[config.mk]
export PLATFORM = sky130hd
export DESIGN_NAME = cc1200_rx_frame_writer_flat
export DESIGN_NICKNAME = d
export VERILOG_FILES = /design/src/rtl/cc1200_pkg.sv /design/src/rtl/cc1200_rx_frame_writer_if.sv /design/src/rtl/cc1200_edge_det.sv /design/src/rtl/cc1200_rx_frame_writer.sv /design/src/flat_wrapper.sv
export SDC_FILE = /design/constraint.sdc
export NUM_CORES = 1
export LEC_CHECK = 0
export BUFFER_PORTS_ARGS = -buffer_cell sky130_fd_sc_hd__buf_2
export CAP_MARGIN = 0
export CORE_ASPECT_RATIO = 0.6
export CORE_MARGIN = 3
export CORE_UTILIZATION = 45
export CTS_CLUSTER_DIAMETER = 150
export DETAILED_ROUTE_END_ITERATION = 8
export PLACE_DENSITY = 0.79
export SETUP_SLACK_MARGIN = 0.4
export SYNTH_ARGS = -nofsm -noshare
export SYNTH_HDL_FRONTEND = slang
export SYNTH_SLANG_ARGS = --single-unit
[constraint.sdc]
create_clock -name clk -period 1.9 [get_ports clk]
set_clock_uncertainty 0.1 [all_clocks]
set_input_delay 0.19 -clock clk [delete_from_list [all_inputs] [get_ports clk]]
set_output_delay 0.19 -clock clk [all_outputs]
set_load 0.05 [all_outputs]
[src/rtl/cc1200_pkg.sv]
// ---------------------------------------------------------------------------
// cc1200_pkg
// Shared definitions for the CC1200 receive path: receive FSM state type,
// pixel width, default frame geometry, sync word constants and a saturating
// counter helper.
// ---------------------------------------------------------------------------
package cc1200_pkg;

    typedef enum logic [1:0] {
        IDLE = 2'd0,
        HDR  = 2'd1,
        PIX  = 2'd2,
        DROP = 2'd3
    } rx_state_t;

    localparam int PIX_W       = 12;
    localparam int N_LINES_DEF = 480;

    // Sync words correlated by the upstream SPI receive path.
    localparam logic [15:0] FRAME_SYNC_WORD = 16'hD391;
    localparam logic [15:0] LINE_SYNC_WORD  = 16'h7A0E;

    // 16-bit increment that sticks at all-ones.
    function automatic logic [15:0] sat_inc16(input logic [15:0] v);
        return (v == 16'hFFFF) ? v : v + 16'd1;
    endfunction

endpackage

[src/rtl/cc1200_rx_frame_writer_if.sv]
// ---------------------------------------------------------------------------
// cc1200_rx_frame_writer_if
// Bundles the receive-side inputs (header results and pixels) and the frame
// buffer write port of cc1200_rx_frame_writer.
//   master : drives rx_* / frame_sync / line_sync, observes the mem_* port
//   slave  : the frame writer; consumes rx_*, drives mem_we/mem_addr/mem_wdata
// mem_addr layout is {bank, line[LINE_AW-1:0], pix[PIX_AW-1:0]}.
// ---------------------------------------------------------------------------
interface cc1200_rx_frame_writer_if #(
    parameter int LINE_AW = 9,
    parameter int PIX_AW  = 3
);
    logic                          rx_header;
    logic                          rx_add_valid;
    logic [15:0]                   rx_add;
    logic                          frame_sync;
    logic                          line_sync;
    logic [cc1200_pkg::PIX_W-1:0]  rx_data;
    logic                          rx_valid;

    logic                          mem_we;
    logic [LINE_AW+PIX_AW:0]       mem_addr;
    logic [cc1200_pkg::PIX_W-1:0]  mem_wdata;

    modport master (
        output rx_header, rx_add_valid, rx_add, frame_sync, line_sync,
               rx_data, rx_valid,
        input  mem_we, mem_addr, mem_wdata
    );

    modport slave (
        input  rx_header, rx_add_valid, rx_add, frame_sync, line_sync,
               rx_data, rx_valid,
        output mem_we, mem_addr, mem_wdata
    );
endinterface

[src/rtl/cc1200_edge_det.sv]
// ---------------------------------------------------------------------------
// cc1200_edge_det
// Rise/fall detector built on a registered copy of the input. rise/fall are
// asserted in the same cycle the input changes level.
//   clk, rstn : clock, async active-low reset
//   din       : level to watch
//   rise      : din is 1 now and was 0 last cycle
//   fall      : din is 0 now and was 1 last cycle
// ---------------------------------------------------------------------------
module cc1200_edge_det (
    input  logic clk,
    input  logic rstn,
    input  logic din,
    output logic rise,
    output logic fall
);
    logic din_q;

    always_ff @(posedge clk or negedge rstn) begin
        if (!rstn) din_q <= 1'b0;
        else       din_q <= din;
    end

    assign rise = din & ~din_q;
    assign fall = ~din & din_q;
endmodule

[src/rtl/cc1200_rx_frame_writer.sv]
// ---------------------------------------------------------------------------
// cc1200_rx_frame_writer
// Takes per-packet header results and pixels from the CC1200 receive path
// and writes each packet (one line) into a ping-pong frame buffer. A frame
// sync closes the current bank (if anything was written to it) and flips to
// the other one. Bad, out-of-range, truncated or link-lost packets pulse
// line_err and never produce line_done.
//
// Ports:
//   clk, rstn     : clock, async active-low reset
//   out_of_link   : link lost (level); forces IDLE while high
//   bus (slave)   : rx_header, rx_add_valid, rx_add, frame_sync, line_sync,
//                   rx_data, rx_valid in; mem_we, mem_addr, mem_wdata out
//   frame_ready   : 1-cycle pulse, bank frame_bank is complete
//   frame_bank    : bank just completed
//   line_done     : 1-cycle pulse, full line written
//   line_err      : 1-cycle pulse, packet dropped or truncated
//   lines_ok, lines_bad, frames : saturating statistics, present only when
//                   CC1200_RX_STATS_EN is defined
// Every output is registered: writes appear one cycle after rx_valid.
// ---------------------------------------------------------------------------
module cc1200_rx_frame_writer
    import cc1200_pkg::*;
#(
    parameter int PIX_PER_LINE = 8,
    parameter int LINE_AW      = 9,
    parameter int N_LINES      = N_LINES_DEF,
    parameter int PIX_AW       = 3
) (
    input  logic                       clk,
    input  logic                       rstn,
    input  logic                       out_of_link,
    cc1200_rx_frame_writer_if.slave    bus,
    output logic                       frame_ready,
    output logic                       frame_bank,
    output logic                       line_done,
    output logic                       line_err
`ifdef CC1200_RX_STATS_EN
    ,
    output logic [15:0]                lines_ok,
    output logic [15:0]                lines_bad,
    output logic [15:0]                frames
`endif
);
    // One extra bit so the counter can represent PIX_PER_LINE itself.
    localparam logic [PIX_AW:0] LAST_PIX = (PIX_AW+1)'(PIX_PER_LINE - 1);

    rx_state_t             state, state_nxt;
    logic                  wr_bank;
    logic                  bank_dirty;
    logic [LINE_AW-1:0]    line;
    logic [PIX_AW:0]       pix_cnt;

    logic                  hdr_rise, hdr_fall;
    logic                  pix_wr, pix_last;
    logic                  load_line, flip_bank;
    logic                  done_nxt, err_nxt, frdy_nxt;

    logic                  mem_we_q;
    logic [LINE_AW+PIX_AW:0] mem_addr_q;
    logic [PIX_W-1:0]      mem_wdata_q;

    cc1200_edge_det u_hdr_edge (
        .clk  (clk),
        .rstn (rstn),
        .din  (bus.rx_header),
        .rise (hdr_rise),
        .fall (hdr_fall)
    );

    // Only PIX accepts pixels, and never while the link is down.
    assign pix_wr   = (state == PIX) && bus.rx_valid && !out_of_link;
    assign pix_last = pix_wr && (pix_cnt == LAST_PIX);

    always_comb begin
        state_nxt = state;
        load_line = 1'b0;
        flip_bank = 1'b0;
        done_nxt  = 1'b0;
        err_nxt   = 1'b0;
        frdy_nxt  = 1'b0;
        if (out_of_link) begin
            state_nxt = IDLE;
            // Only a packet still being assembled is reported; once in
            // IDLE the held link loss is silent.
            err_nxt   = (state == HDR) || (state == PIX);
        end else begin
            unique case (state)
                IDLE: if (hdr_rise) state_nxt = HDR;
                HDR: begin
                    if (bus.rx_add_valid) begin
                        if ((!bus.frame_sync && !bus.line_sync) ||
                            (bus.rx_add >= 16'(N_LINES))) begin
                            state_nxt = DROP;
                            err_nxt   = 1'b1;
                        end else begin
                            state_nxt = PIX;
                            load_line = 1'b1;
                            // An empty bank is not a frame; keep filling it.
                            if (bus.frame_sync && bank_dirty) begin
                                frdy_nxt  = 1'b1;
                                flip_bank = 1'b1;
                            end
                        end
                    end else if (hdr_fall) begin
                        state_nxt = IDLE;
                        err_nxt   = 1'b1;
                    end
                end
                PIX: begin
                    if (pix_last) begin
                        done_nxt  = 1'b1;
                        // A header starting on the last pixel is not lost.
                        state_nxt = hdr_rise ? HDR : IDLE;
                    end else if (hdr_rise) begin
                        err_nxt   = 1'b1;
                        state_nxt = HDR;
                    end
                end
                DROP: if (hdr_rise) state_nxt = HDR;
                default: state_nxt = IDLE;
            endcase
        end
    end

    always_ff @(posedge clk or negedge rstn) begin
        if (!rstn) begin
            state      <= IDLE;
            wr_bank    <= 1'b0;
            bank_dirty <= 1'b0;
            line       <= '0;
            pix_cnt    <= '0;
        end else begin
            state <= state_nxt;
            if (load_line) begin
                line    <= bus.rx_add[LINE_AW-1:0];
                pix_cnt <= '0;
            end else if (pix_wr) begin
                pix_cnt <= pix_cnt + 1'b1;
            end
            if (flip_bank) begin
                wr_bank    <= ~wr_bank;
                bank_dirty <= 1'b0;
            end else if (pix_wr) begin
                bank_dirty <= 1'b1;
            end
        end
    end

    // Write register and status pulses.
    always_ff @(posedge clk or negedge rstn) begin
        if (!rstn) begin
            mem_we_q    <= 1'b0;
            mem_addr_q  <= '0;
            mem_wdata_q <= '0;
            line_done   <= 1'b0;
            line_err    <= 1'b0;
            frame_ready <= 1'b0;
            frame_bank  <= 1'b0;
        end else begin
            mem_we_q    <= pix_wr;
            if (pix_wr) begin
                mem_addr_q  <= {wr_bank, line, pix_cnt[PIX_AW-1:0]};
                mem_wdata_q <= bus.rx_data;
            end
            line_done   <= done_nxt;
            line_err    <= err_nxt;
            frame_ready <= frdy_nxt;
            if (frdy_nxt) frame_bank <= wr_bank;
        end
    end

    assign bus.mem_we    = mem_we_q;
    assign bus.mem_addr  = mem_addr_q;
    assign bus.mem_wdata = mem_wdata_q;

`ifdef CC1200_RX_STATS_EN
    always_ff @(posedge clk or negedge rstn) begin
        if (!rstn) begin
            lines_ok  <= '0;
            lines_bad <= '0;
            frames    <= '0;
        end else begin
            if (line_done)   lines_ok  <= sat_inc16(lines_ok);
            if (line_err)    lines_bad <= sat_inc16(lines_bad);
            if (frame_ready) frames    <= sat_inc16(frames);
        end
    end
`endif

endmodule
[src/flat_wrapper.sv]
// flat-port wrapper written by rule: the top's interface ports become plain ports
module cc1200_rx_frame_writer_flat import cc1200_pkg::*;
#(
    parameter int PIX_PER_LINE = 8,
    parameter int LINE_AW      = 9,
    parameter int N_LINES      = N_LINES_DEF,
    parameter int PIX_AW       = 3
)
  (clk, rstn, out_of_link, frame_ready, frame_bank, line_done, line_err, bus_rx_header, bus_rx_add_valid, bus_rx_add, bus_frame_sync, bus_line_sync, bus_rx_data, bus_rx_valid, bus_mem_we, bus_mem_addr, bus_mem_wdata);
  cc1200_rx_frame_writer_if #(.LINE_AW(LINE_AW), .PIX_AW(PIX_AW)) bus_i ();
  input  logic clk;
  input  logic rstn;
  input  logic out_of_link;
  output logic frame_ready;
  output logic frame_bank;
  output logic line_done;
  output logic line_err;
  input wire logic [$bits(bus_i.rx_header)-1:0] bus_rx_header;
  input wire logic [$bits(bus_i.rx_add_valid)-1:0] bus_rx_add_valid;
  input wire logic [$bits(bus_i.rx_add)-1:0] bus_rx_add;
  input wire logic [$bits(bus_i.frame_sync)-1:0] bus_frame_sync;
  input wire logic [$bits(bus_i.line_sync)-1:0] bus_line_sync;
  input wire logic [$bits(bus_i.rx_data)-1:0] bus_rx_data;
  input wire logic [$bits(bus_i.rx_valid)-1:0] bus_rx_valid;
  output wire logic [$bits(bus_i.mem_we)-1:0] bus_mem_we;
  output wire logic [$bits(bus_i.mem_addr)-1:0] bus_mem_addr;
  output wire logic [$bits(bus_i.mem_wdata)-1:0] bus_mem_wdata;
  assign bus_i.rx_header = bus_rx_header;
  assign bus_i.rx_add_valid = bus_rx_add_valid;
  assign bus_i.rx_add = bus_rx_add;
  assign bus_i.frame_sync = bus_frame_sync;
  assign bus_i.line_sync = bus_line_sync;
  assign bus_i.rx_data = bus_rx_data;
  assign bus_i.rx_valid = bus_rx_valid;
  assign bus_mem_we = bus_i.mem_we;
  assign bus_mem_addr = bus_i.mem_addr;
  assign bus_mem_wdata = bus_i.mem_wdata;
  cc1200_rx_frame_writer #(.PIX_PER_LINE(PIX_PER_LINE), .LINE_AW(LINE_AW), .N_LINES(N_LINES), .PIX_AW(PIX_AW)) u_core (.clk(clk), .rstn(rstn), .out_of_link(out_of_link), .bus(bus_i), .frame_ready(frame_ready), .frame_bank(frame_bank), .line_done(line_done), .line_err(line_err));
endmodule
Word-level counts from Yosys, hierarchy flattened

Cells that the tools add are included.

Word-level logic and storage cells: 70
Register bits: 48
Input bits: 36
Output and inout bits: 30

Reductions and logical operators: 14
Muxes and demuxes: 31
$lt $le $gt $ge: 1
Add/subtract/negate cells: 1
Bitwise operators: 5
Equal/unequal tests: 5

Operators with widths:

| operator                                                                              | number |
|---|---|
| 1-bit 2-to-1 mux                                                                      | 22 |
| 16-bit by 9-bit greater-or-equal comparator with 1-bit output (second input constant) | 1 |
| 2-bit 2-to-1 mux                                                                      | 5 |
| 4-bit 2-to-1 mux                                                                      | 2 |
| 2-bit case mux with 3 select lines                                                    | 1 |
| 1-bit logical AND                                                                     | 5 |
| 4-bit by 1-bit adder with 4-bit output (second input constant)                        | 1 |
| 2-bit equality test (second input constant)                                           | 2 |
| 4-bit by 3-bit equality test with 1-bit output (second input constant)                | 1 |
| 4-bit by 3-bit != test with 1-bit output (second input constant)                      | 1 |
| 2-bit nonzero test                                                                    | 2 |
| 1-bit zero test                                                                       | 3 |
| 1-bit NOT                                                                             | 3 |
| 1-bit AND                                                                             | 2 |
| 2-bit by 1-bit equality test with 1-bit output (second input constant)                | 1 |
| 2-bit zero test                                                                       | 1 |
| 1-bit logical OR                                                                      | 2 |
| 1-bit case mux with 2 select lines                                                    | 1 |
| 2-bit OR reduction                                                                    | 1 |

Depth between registers and ports, before layout

Gate-level depths: netlist of the first run.

Depth in word-level cells: 8
Mapped depth: 8
Depth with buffers taken out: 7

Hierarchy

Synthesis of the first run repeated with hierarchy kept, for this count alone.

Cells, all modules: 197
Area total of the unflattened synthesis: 2,059.5 um^2

By module, submodules not included:

| module                 | instances | seq. area each (um^2) | area an instance (um^2) | cells each |
|---|---|---|---|---|
| cc1200_rx_frame_writer | 1         | 1,176.1               | 2,019.4                 | 194 |
| cc1200_edge_det        | 1         | 25.0                  | 40.0                    | 3 |

Least setup slack after synthesis of the first run

Ideal clock, no wire load.

Path type: reg2reg
Start: register u_core.state[1]
End: register u_core.line[4]
Required time: 1.675 ns
Clock period less this slack: 1.771 ns
Cell stages (with the launch flop): 8
Data arrival time: 1.546 ns
Path buffers: 2
Path slack: 0.129 ns
Setup time: 0.125 ns
Path through: dfrtp_1 inv_1 ha_1 nor3b_1 and2_4 buf_6 buf_12 mux2_4

Cells in the longest elaborated chain, start to end: 3

Ends and longest elaborated chain:

| item                                           | RTL line                      | RTL |
|---|---|---|
| start, declared                                | cc1200_rx_frame_writer.sv:48  | `rx_state_t state, state_nxt;` |
| start signal, assigned                         | cc1200_rx_frame_writer.sv:134 | `state <= state_nxt;` |
| 2-bit by 1-bit equality test with 1-bit output | cc1200_rx_frame_writer.sv:88  | `unique case (state)` |
| 1-bit 2-to-1 mux                               | cc1200_rx_frame_writer.sv:88  |  |
| 1-bit 2-to-1 mux                               | cc1200_rx_frame_writer.sv:82  | `if (out_of_link) begin` |
| end signal, assigned                           | cc1200_rx_frame_writer.sv:136 | `line <= bus.rx_add[LINE_AW-1:0];` |
| end, declared                                  | cc1200_rx_frame_writer.sv:51  | `logic [LINE_AW-1:0] line;` |

No other way between the ends.
A chain may end at the register's enable or synchronous reset.

Final worst setup path of the first run

Start: register u_core.state[1]
End: register u_core.line[0]

Same word-level chain as after synthesis.

==> flow_summary.ini, run 1 <==
[synth]
yosys_warnings = 0
synth_area_um2 = 2023
ys_seq_area_share_pct = 59.37
ys_ff_latch = 48
yosysUniqueCellTypes = 34
synth_area_per_cell_um2 = 10.65
synthCells = 190
syn_nets = 230

[placed_design]
hpwl_um = 2981
gp_congestion = 0.8083
io_buffers = 65
pre_cts_ws_ns = 0.1274
dp.cells = 312
post_dp_cell_area_um2 = 2409

[global_routing]
antenna_found_initial = 0
first_global_vias = 1743
grt_max_degree = 49
overflow = 0
grt_pass1_wl_um = 7997
track_usage_pct = 19.21

[sta]
hold_violations = 0
fin_setup_tns_ns = 0
fin_crit_ns = 1.623
fmax_mhz = 616.1
finalCritPeriodShare_pct = 85.43
slew_headroom_pct = 60.52
worstMarginPinSlew_ns = 0.5921
finalSetupViolCount = 0
final.setup.worst_slack_ns = 0.2769
grt_setup_unrepaired = yes
slew_violations = 0

[critical_path]
cp.required_ns = 1.99
cp-start-kind = register
setup.worst_path.end_class = register
path_max_fanout = 6
reg2reg_from = u_core.state[1]
path_class = register to register
worstPathArrival_ns = 1.72
crit_path_start = u_core.state[1]

[cells_and_area]
design_area_um2 = 2860
num_antenna_cells = 0
stdcell_count = 346
regArea_um2 = 1202
areaGrowthSynthToFinish_pct = 41.37
final_core_util_pct = 67.91
drive_above_1_share_pct = 38.81
nNetsFinal = 325
multi_input_area_um2 = 842.1
fillCellCount = 321

[power_and_ir_drop]
leakage_uw = 0.001545
comb_power_share_pct = 35.7
switchingPower_uw = 1223
peakVddDrop_mv = 0.4075
p_seq_share_pct = 43.5
switching_share_pct = 40.51
power.internal_uw = 1797
p_clk_share_pct = 20.8
p_per_area_nw_per_um2 = 1056

[cts]
max-clock-path-buffers = 2
cts_num_sinks = 48
cts_root_buf = clkbuf_8
clk_pin_slew_ns = 0.09
cts_buffers = 5
cts_tree = built
clk_latency_ns = 0.30
htree_levels = 2

[route]
wl_per_cell_um = 13.83
firstDrtPassIters = 5
vias = 1665
drtIter0Drc = 47
postRouteAntennaNets = 0
detail_route.vias_per_cell = 4.812
drt_wl_total_um = 4786
drc = 0

[die]
rows = 18
design.die.area_um2 = 5363
coreArea_um2 = 4212
die_w_um = 92.57
start_util_pct = 48.04
num_io_pins = 66
die_y_um = 57.94

[min_path]
min_path_type = input port to register
hold_start = bus_rx_add[2]

[run]
cap_violations = 0

[status]
status = completed
-- cell usage after synthesis --
library cell / number / share of area (%)
nand2_1: 80 / 15
nor3_1: 1 / 0.25
nor2_1: 3 / 0.56
dfrtp_1: 48 / 59
nand4b_1: 2 / 0.87
and3_2: 1 / 0.37
buf_6: 1 / 0.56
nor4b_1: 1 / 0.43
nor4_2: 1 / 0.62
nor2b_1: 2 / 0.62
clkbuf_1: 2 / 0.37
nand4_1: 3 / 0.93
xnor2_1: 2 / 0.87
a21oi_1: 3 / 0.74
o2111ai_1: 1 / 0.43
a31oi_1: 1 / 0.31
o21a_1: 2 / 0.74
o21ai_0: 1 / 0.25
buf_4: 1 / 0.37
a22oi_1: 1 / 0.37
xor2_1: 2 / 0.87
a32o_1: 1 / 0.49
inv_1: 4 / 0.74
a221oi_1: 1 / 0.43
ha_1: 4 / 2.5
buf_2: 2 / 0.49
o2111a_2: 1 / 0.62
nand2b_1: 2 / 0.62
and2_4: 1 / 0.43
mux2_4: 5 / 3.7
buf_12: 1 / 0.99
mux2_2: 5 / 2.8
nor3b_1: 2 / 0.74
nand3b_1: 2 / 0.74
-- flip-flops by register name, indices dropped and copies added (netlist names) --
register / count
u_core.bus.mem_wdata: 12
u_core.bank_dirty: 1
u_core.u_hdr_edge.din_q: 1
u_core.wr_bank: 1
u_core.frame_ready: 1
u_core.line_done: 1
u_core.pix_cnt: 4
u_core.line: 9
u_core.bus.mem_we: 1
u_core.frame_bank: 1
u_core.line_err: 1
u_core.state: 2
u_core.bus.mem_addr: 13
-- final timing paths --
path	end	slack, ns	depth (start not counted)
hold reg to reg	u_core.bus.mem_wdata[11]	0.37	2
setup / recovery	u_core.line[0]	0.28	5
hold / removal	u_core.line[2]	0.02	2
min in group asynchronous	u_core.bus.mem_wdata[0]	0.40	3
max in group asynchronous	u_core.state[0]	0.86	3
setup reg to reg	u_core.line[0]	0.28	5
-- power by group through the flow --
stage / combinational (µW) / clock (µW) / sequential [µW]
finish: 1080 / 629 / 1310
floorplan: 203 / 0 / 1850
detailed placement: 996 / 0 / 1330
CTS: 1070 / 652 / 1310
global route: 1150 / 699 / 1340
global placement: 983 / 0 / 1320
-- layout make-up --
| type | count | share of cell area, % |
|---|---|---|
| Sequential cell | 48 | 42.04 |
| Multi-Input combinational cell | 132 | 29.44 |
| Timing Repair Buffer | 94 | 22.00 |
| Clock buffer | 7 | 3.018 |
| Tap cell | 60 | 2.625 |
| Inverter | 4 | 0.6124 |
| Clock inverter | 1 | 0.2625 |
-- cell families (layout without fill, tap and decap cells) --
family	Yosys count	in the layout	share of synthesized area, %
DFF	48	48	59.37
muxes	10	10	6.493
and+or+nand+nor	101	102	22.02
xor gates and xnor gates	4	4	1.732
adders and majority gates	4	4	2.474
buffers and inverters	11	106	3.525
AOI/OAI and AO/OA	12	12	4.391
-- layer usage --
| metal | vias to the layer above | wire length, µm | part of all wire (%) | track usage (%) |
|---|---|---|---|---|
| li1 | 814 | - | - | - |
| met1 | 783 | 2302 | 48 | 25.40 |
| met2 | 64 | 2078 | 43 | 30.41 |
| met3 | 4 | 370 | 7.7 | 5.707 |
| met4 | 0 | 35 | 0.73 | 7.188 |
| met5 | - | 0 | 0 | 0 |
-- cells in the final DEF (no fill, tap or decap), types with 2 or more instances in the layout --
master and count:
nand2_1 80, buf_2 65, dfrtp_1 47, dlygate4sd3_1 14, mux2_4 9, buf_4 9
clkbuf_8 6, nand4_1 3, a21oi_1 3, nor2_1 3, buf_6 3, inv_1 2
nand3b_1 2, and2_4 2, nand4b_1 2, nand2b_1 2, xor2_1 2, xnor2_1 2
o21a_1 2, ha_4 2, buf_8 2
-- timing repair --
| item | in CTS | in global routing |
|---|---|---|
| hold endpoints to repair | 61 | 0 |
| gates cloned | 3 | 0 |
| gates resized for setup | 21 | 5 |
| setup endpoints to repair | 35 | 44 |
| hold buffers | 14 | 0 |
| pin swaps | 7 | 2 |
| buffers inserted | 8 | 1 |
-- worst max-delay path, cell delays in order, from the launching register on --
cell,delay (ns)
dfrtp_1,0.41
inv_2,0.09
ha_4,0.13
nor3b_4,0.22
and2_4,0.25
mux2_4,0.32
-- through the flow --
step / power (µW) / hold slack, ns
2_1_floorplan: 2053 / -0.2056
3_3_place_gp: 2307 / 0.2174
3_5_place_dp: 2329 / 0.2211
4_1_cts: 3030 / 0.01061
5_1_grt: 3194 / 0.01276
6_report: 3020 / 0.02038
Note: power is estimated with default switching activity, not from simulation.
==> run 2, diff against run 1 <==
Settings changed: HOLD_SLACK_MARGIN set to 0.08.
==> flow_summary.ini, run 2 (synthesis gave the netlist of run 1 again) <==
[cells_and_area]
fillCellCount = 317
final_core_util_pct = 70.20
areaGrowthSynthToFinish_pct = 46.14
nNetsFinal = 335
largest_reg_flops = 13
final_common_cell = nand2_1
layout_common_cells = nand2_1 (80), buf_2 (65), dfrtp_1 (47), dlygate4sd3_1 (24)
num_antenna_cells = 0
drive_above_1_share_pct = 37.50

[sta]
fin_crit_ns = 1.637
worstMarginPinSlew_ns = 0.5890
grt_setup_unrepaired = yes
worst_hold_slack_ns = 0.1081
slew_violations = 0
fmax_mhz = 611.0
hold_violations = 0
final.setup.worst_slack_ns = 0.2635
slew_headroom_pct = 60.73
fin_setup_tns_ns = 0
finalCritPeriodShare_pct = 86.13
finalSetupViolCount = 0

[cts]
max-clock-path-buffers = 2
clk_latency_ns = 0.30
cts_tree = built
htree_levels = 2
cts_buffers = 5
cts_num_sinks = 48
cts_root_buf = clkbuf_8
clk_pin_slew_ns = 0.09

[die]
coreArea_um2 = 4212
rows = 18
start_util_pct = 48.04
design.die.area_um2 = 5363
die_y_um = 57.94
die_w_um = 92.57
num_io_pins = 66

[placed_design]
gp_congestion = 0.8083
hpwl_um = 2981
pre_cts_ws_ns = 0.1274
io_buffers = 65

[critical_path]
worstPathArrival_ns = 1.73
max_stage_delay_ns = 0.41
cp.required_ns = 2.00
cp-start-kind = register
cp_top_family = simple AND/OR/NAND/NOR gates
cp_slowest_cell = dfrtp_1
cp_cell_sequence = inv_2 -> ha_4 -> nor3b_4 -> and2_4 -> mux2_4
path_class = register to register
crit_buf_inv = 1
path_max_fanout = 6
setup.worst_path.end_class = register

[route]
drc = 0
postRouteAntennaNets = 0
detail_route.vias_per_cell = 4.722
drtIter0Drc = 77
vias = 1681
drt_wl_total_um = 4863
firstDrtPassIters = 4
wl_per_cell_um = 13.66

[global_routing]
track_usage_pct = 19.41
overflow = 0
first_global_vias = 1782
antenna_found_initial = 0
grt_pass1_wl_um = 8100
grt_max_degree = 49

[status]
status = completed

[power_and_ir_drop]
peakVddDrop_mv = 0.4068
leakage_uw = 0.001585
p_per_area_nw_per_um2 = 1027

[run]
cap_violations = 0

[min_path]
min_path_type = input port to register
-- run 2: layer usage --
metal	global-route usage, %	share of wire, %	vias up	routed length, µm
met5	0	0	-	0
met4	7.188	1.1	0	53
met3	5.707	7.2	5	350
met2	31.44	43	54	2099
met1	25.15	49	793	2359
li1	-	-	829	-
-- run 2: where the power goes --
part           switching, µW  total, µW  internal [µW]
Combinational            783       1090            308
Clock                    334        630            296
Sequential               109       1320           1210
Total                   1230       3040           1810
-- run 2: stage by stage --
stage	instance area, µm²	std cells	power, µW
global route	2957	356	3210
finish	2957	356	3036
detailed placement	2409	312	2329
global placement	2409	312	2307
floorplan	2041	190	2053
CTS	2930	355	3045
-- run 2: final cells by class --
class                           instances  area, µm²  area share [%]
Clock inverter                          1      7.507          0.2539
Tap cell                               60      75.07           2.539
Sequential cell                        48       1202           40.67
Inverter                                4      17.52          0.5925
Clock buffer                            7      86.33           2.920
Multi-Input combinational cell        132      842.1           28.48
Timing Repair Buffer                  104      725.7           24.55
-- run 2: worst reg2reg max path: cells and delay by family, from the launching register on --
family,cells,cell delay (ns)
flip-flops,1,0.41
AND/OR/NAND/NOR,2,0.48
buffers and inverters,1,0.09
adder cells (fa/ha/maj),1,0.13
multiplexers,1,0.32
-- run 2: final timing paths --
| check | from | end | slack (ns) | cells past startpoint |
|---|---|---|---|---|
| max in group asynchronous | rstn | u_core.state[0] | 0.87 | 3 |
| min in group asynchronous | rstn | u_core.bus.mem_wdata[0] | 0.40 | 3 |
| max | u_core.state[1] | u_core.line[0] | 0.26 | 5 |
| min reg2reg | u_core.bus.mem_wdata[11] | u_core.bus.mem_wdata[11] | 0.37 | 2 |
| max reg2reg | u_core.state[1] | u_core.line[0] | 0.26 | 5 |
| min | bus_frame_sync | u_core.frame_ready | 0.11 | 2 |
-- run 2: repair_timing --
item,4_1_cts,5_1_grt
endpoints found under the hold margin,71,0
endpoints found under the setup margin,35,44
pin swaps,7,2
gates cloned,3,0
hold buffers,24,0
resized for setup,21,4
setup buffers,8,1
==> run 3, diff against run 2 <==
Settings changed: CELL_PAD_IN_SITES_DETAIL_PLACEMENT set to 1, CELL_PAD_IN_SITES_GLOBAL_PLACEMENT set to 2, CORE_UTILIZATION 45 to 30, PLACE_DENSITY 0.79 to 0.85.
==> flow_summary.ini, run 3 (synthesis gave the netlist of run 1 again) <==
[die]
num_io_pins = 66
die_y_um = 69.61
rows = 22
coreArea_um2 = 6331
design.die.area_um2 = 7798
die_w_um = 112.0
start_util_pct = 31.96

[cells_and_area]
num_antenna_cells = 0
nNetsFinal = 336
drive_above_1_share_pct = 40.07
fillCellCount = 709
regArea_um2 = 1204
multi_input_area_um2 = 880.8
largest_reg_flops = 13
layout_common_cells = nand2_1 (80), buf_2 (65), dfrtp_1 (46), dlygate4sd3_1 (23), buf_4 (11)
final_common_cell = nand2_1
final_core_util_pct = 48.93
areaGrowthSynthToFinish_pct = 53.12

[route]
drtIter0Drc = 50
top_layer = met4
dr_wl_met3_um = 295
wl_met2_um = 2640
vias = 1712
drt_wl_total_um = 5530
firstDrtPassIters = 3
drt-met1-wl_um = 2548
wl_per_cell_um = 14.51
detail_route.vias_per_cell = 4.493
postRouteAntennaNets = 0
drc = 0

[sta]
finalCritPeriodShare_pct = 86.52
fmax_mhz = 608.3
final.setup.worst_slack_ns = 0.2562
slew_violations = 0
grt_setup_unrepaired = yes
slew_headroom_pct = 60.84
fin_setup_tns_ns = 0
hold_violations = 0
finalSetupViolCount = 0
worstMarginPinSlew_ns = 0.5874
fin_crit_ns = 1.644

[min_path]
min_path_cells = 2
min_path_type = input port to register

[placed_design]
hpwl_um = 3656
io_buffers = 65
pre_cts_ws_ns = 0.08086
gp_congestion = 0.7243

[critical_path]
worstPathArrival_ns = 1.71
reg2reg_depth = 5
path_max_fanout = 6
setup.worst_path.end_class = register
path_class = register to register
cp-start-kind = register
cp.required_ns = 1.97

[cts]
cts_buffers = 5
clk_latency_ns = 0.28
clk_pin_slew_ns = 0.06
max-clock-path-buffers = 2
cts_num_sinks = 48
cts_tree = built
htree_levels = 2
cts_root_buf = clkbuf_16

[global_routing]
first_global_vias = 1922
grt_pass1_wl_um = 9535
track_usage_pct = 15.08
antenna_found_initial = 0
grt_max_degree = 27
overflow = 0

[power_and_ir_drop]
leakage_uw = 0.001625
peakVddDrop_mv = 0.8021
p_per_area_nw_per_um2 = 1080

[status]
status = completed

[run]
cap_violations = 0
==> run 3: changes by cell type in the layout (fill, tap and decap cells not counted), moves of 2 or more <==
cell / delta
buf_4: +2
clkbuf_16: +5
clkbuf_8: -5
buf_6: -2
==> run 3: what timing repair did <==
| item | 4_1_cts | 5_1_grt |
|---|---|---|
| resized for setup | 23 | 11 |
| setup buffers | 8 | 3 |
| pin swaps | 7 | 7 |
| hold endpoints to repair | 46 | 0 |
| hold buffers | 23 | 0 |
| endpoints found under the setup margin | 43 | 44 |
| gates cloned | 2 | 0 |
==> run 3: stage by stage <==
stage	cells	hold slack, ns	power (µW)	instance area (µm²)
detailed placement	337	0.1349	2356	2446
CTS	378	0.1020	3347	3019
finish	381	0.1248	3346	3098
floorplan	190	-0.2056	2053	2041
global placement	337	0.1227	2325	2446
global route	381	0.1285	3520	3098
==> run 3: area by class of cell <==
cell class / count / share of cell area, %
sequential: 48 / 38.85
multi-input combinational: 132 / 28.43
timing repair buffer: 105 / 23.99
clock buffer: 7 / 4.604
tap: 84 / 3.393
inverter: 4 / 0.4847
clock inverter: 1 / 0.2423
==> run 3: routing by layer <==
metal / track usage (%) / up-vias
met5: 0 / -
met4: 2.800 / 0
met3: 4.272 / 5
met2: 25.03 / 47
met1: 19.92 / 829
li1: - / 831
==> run 3: path summary, 6_finish.rpt <==
kind                       slack, ns                 endpoint              startpoint
hold reg to reg                 0.37   u_core.bus.mem_addr[3]  u_core.bus.mem_addr[3]
setup reg to reg                0.26           u_core.line[7]         u_core.state[1]
setup / recovery                0.26           u_core.line[7]         u_core.state[1]
max in group asynchronous       0.73  u_core.bus.mem_wdata[7]                    rstn
hold / removal                  0.12         u_core.line_done             out_of_link
min in group asynchronous       0.34  u_core.bus.mem_addr[11]                    rstn
==> run 3: power breakdown <==
part | switching [µW] | leakage [µW] | internal, µW
Clock | 365 | 0.0000701 | 524
Combinational | 791 | 0.000910 | 326
Sequential | 129 | 0.000645 | 1210
==> run 3: critical path, cell delays in order, from the launching register on <==
cell,delay [ns]
dfrtp_1,0.40
inv_2,0.08
ha_4,0.13
nor3b_4,0.23
and2_4,0.27
mux2_4,0.31
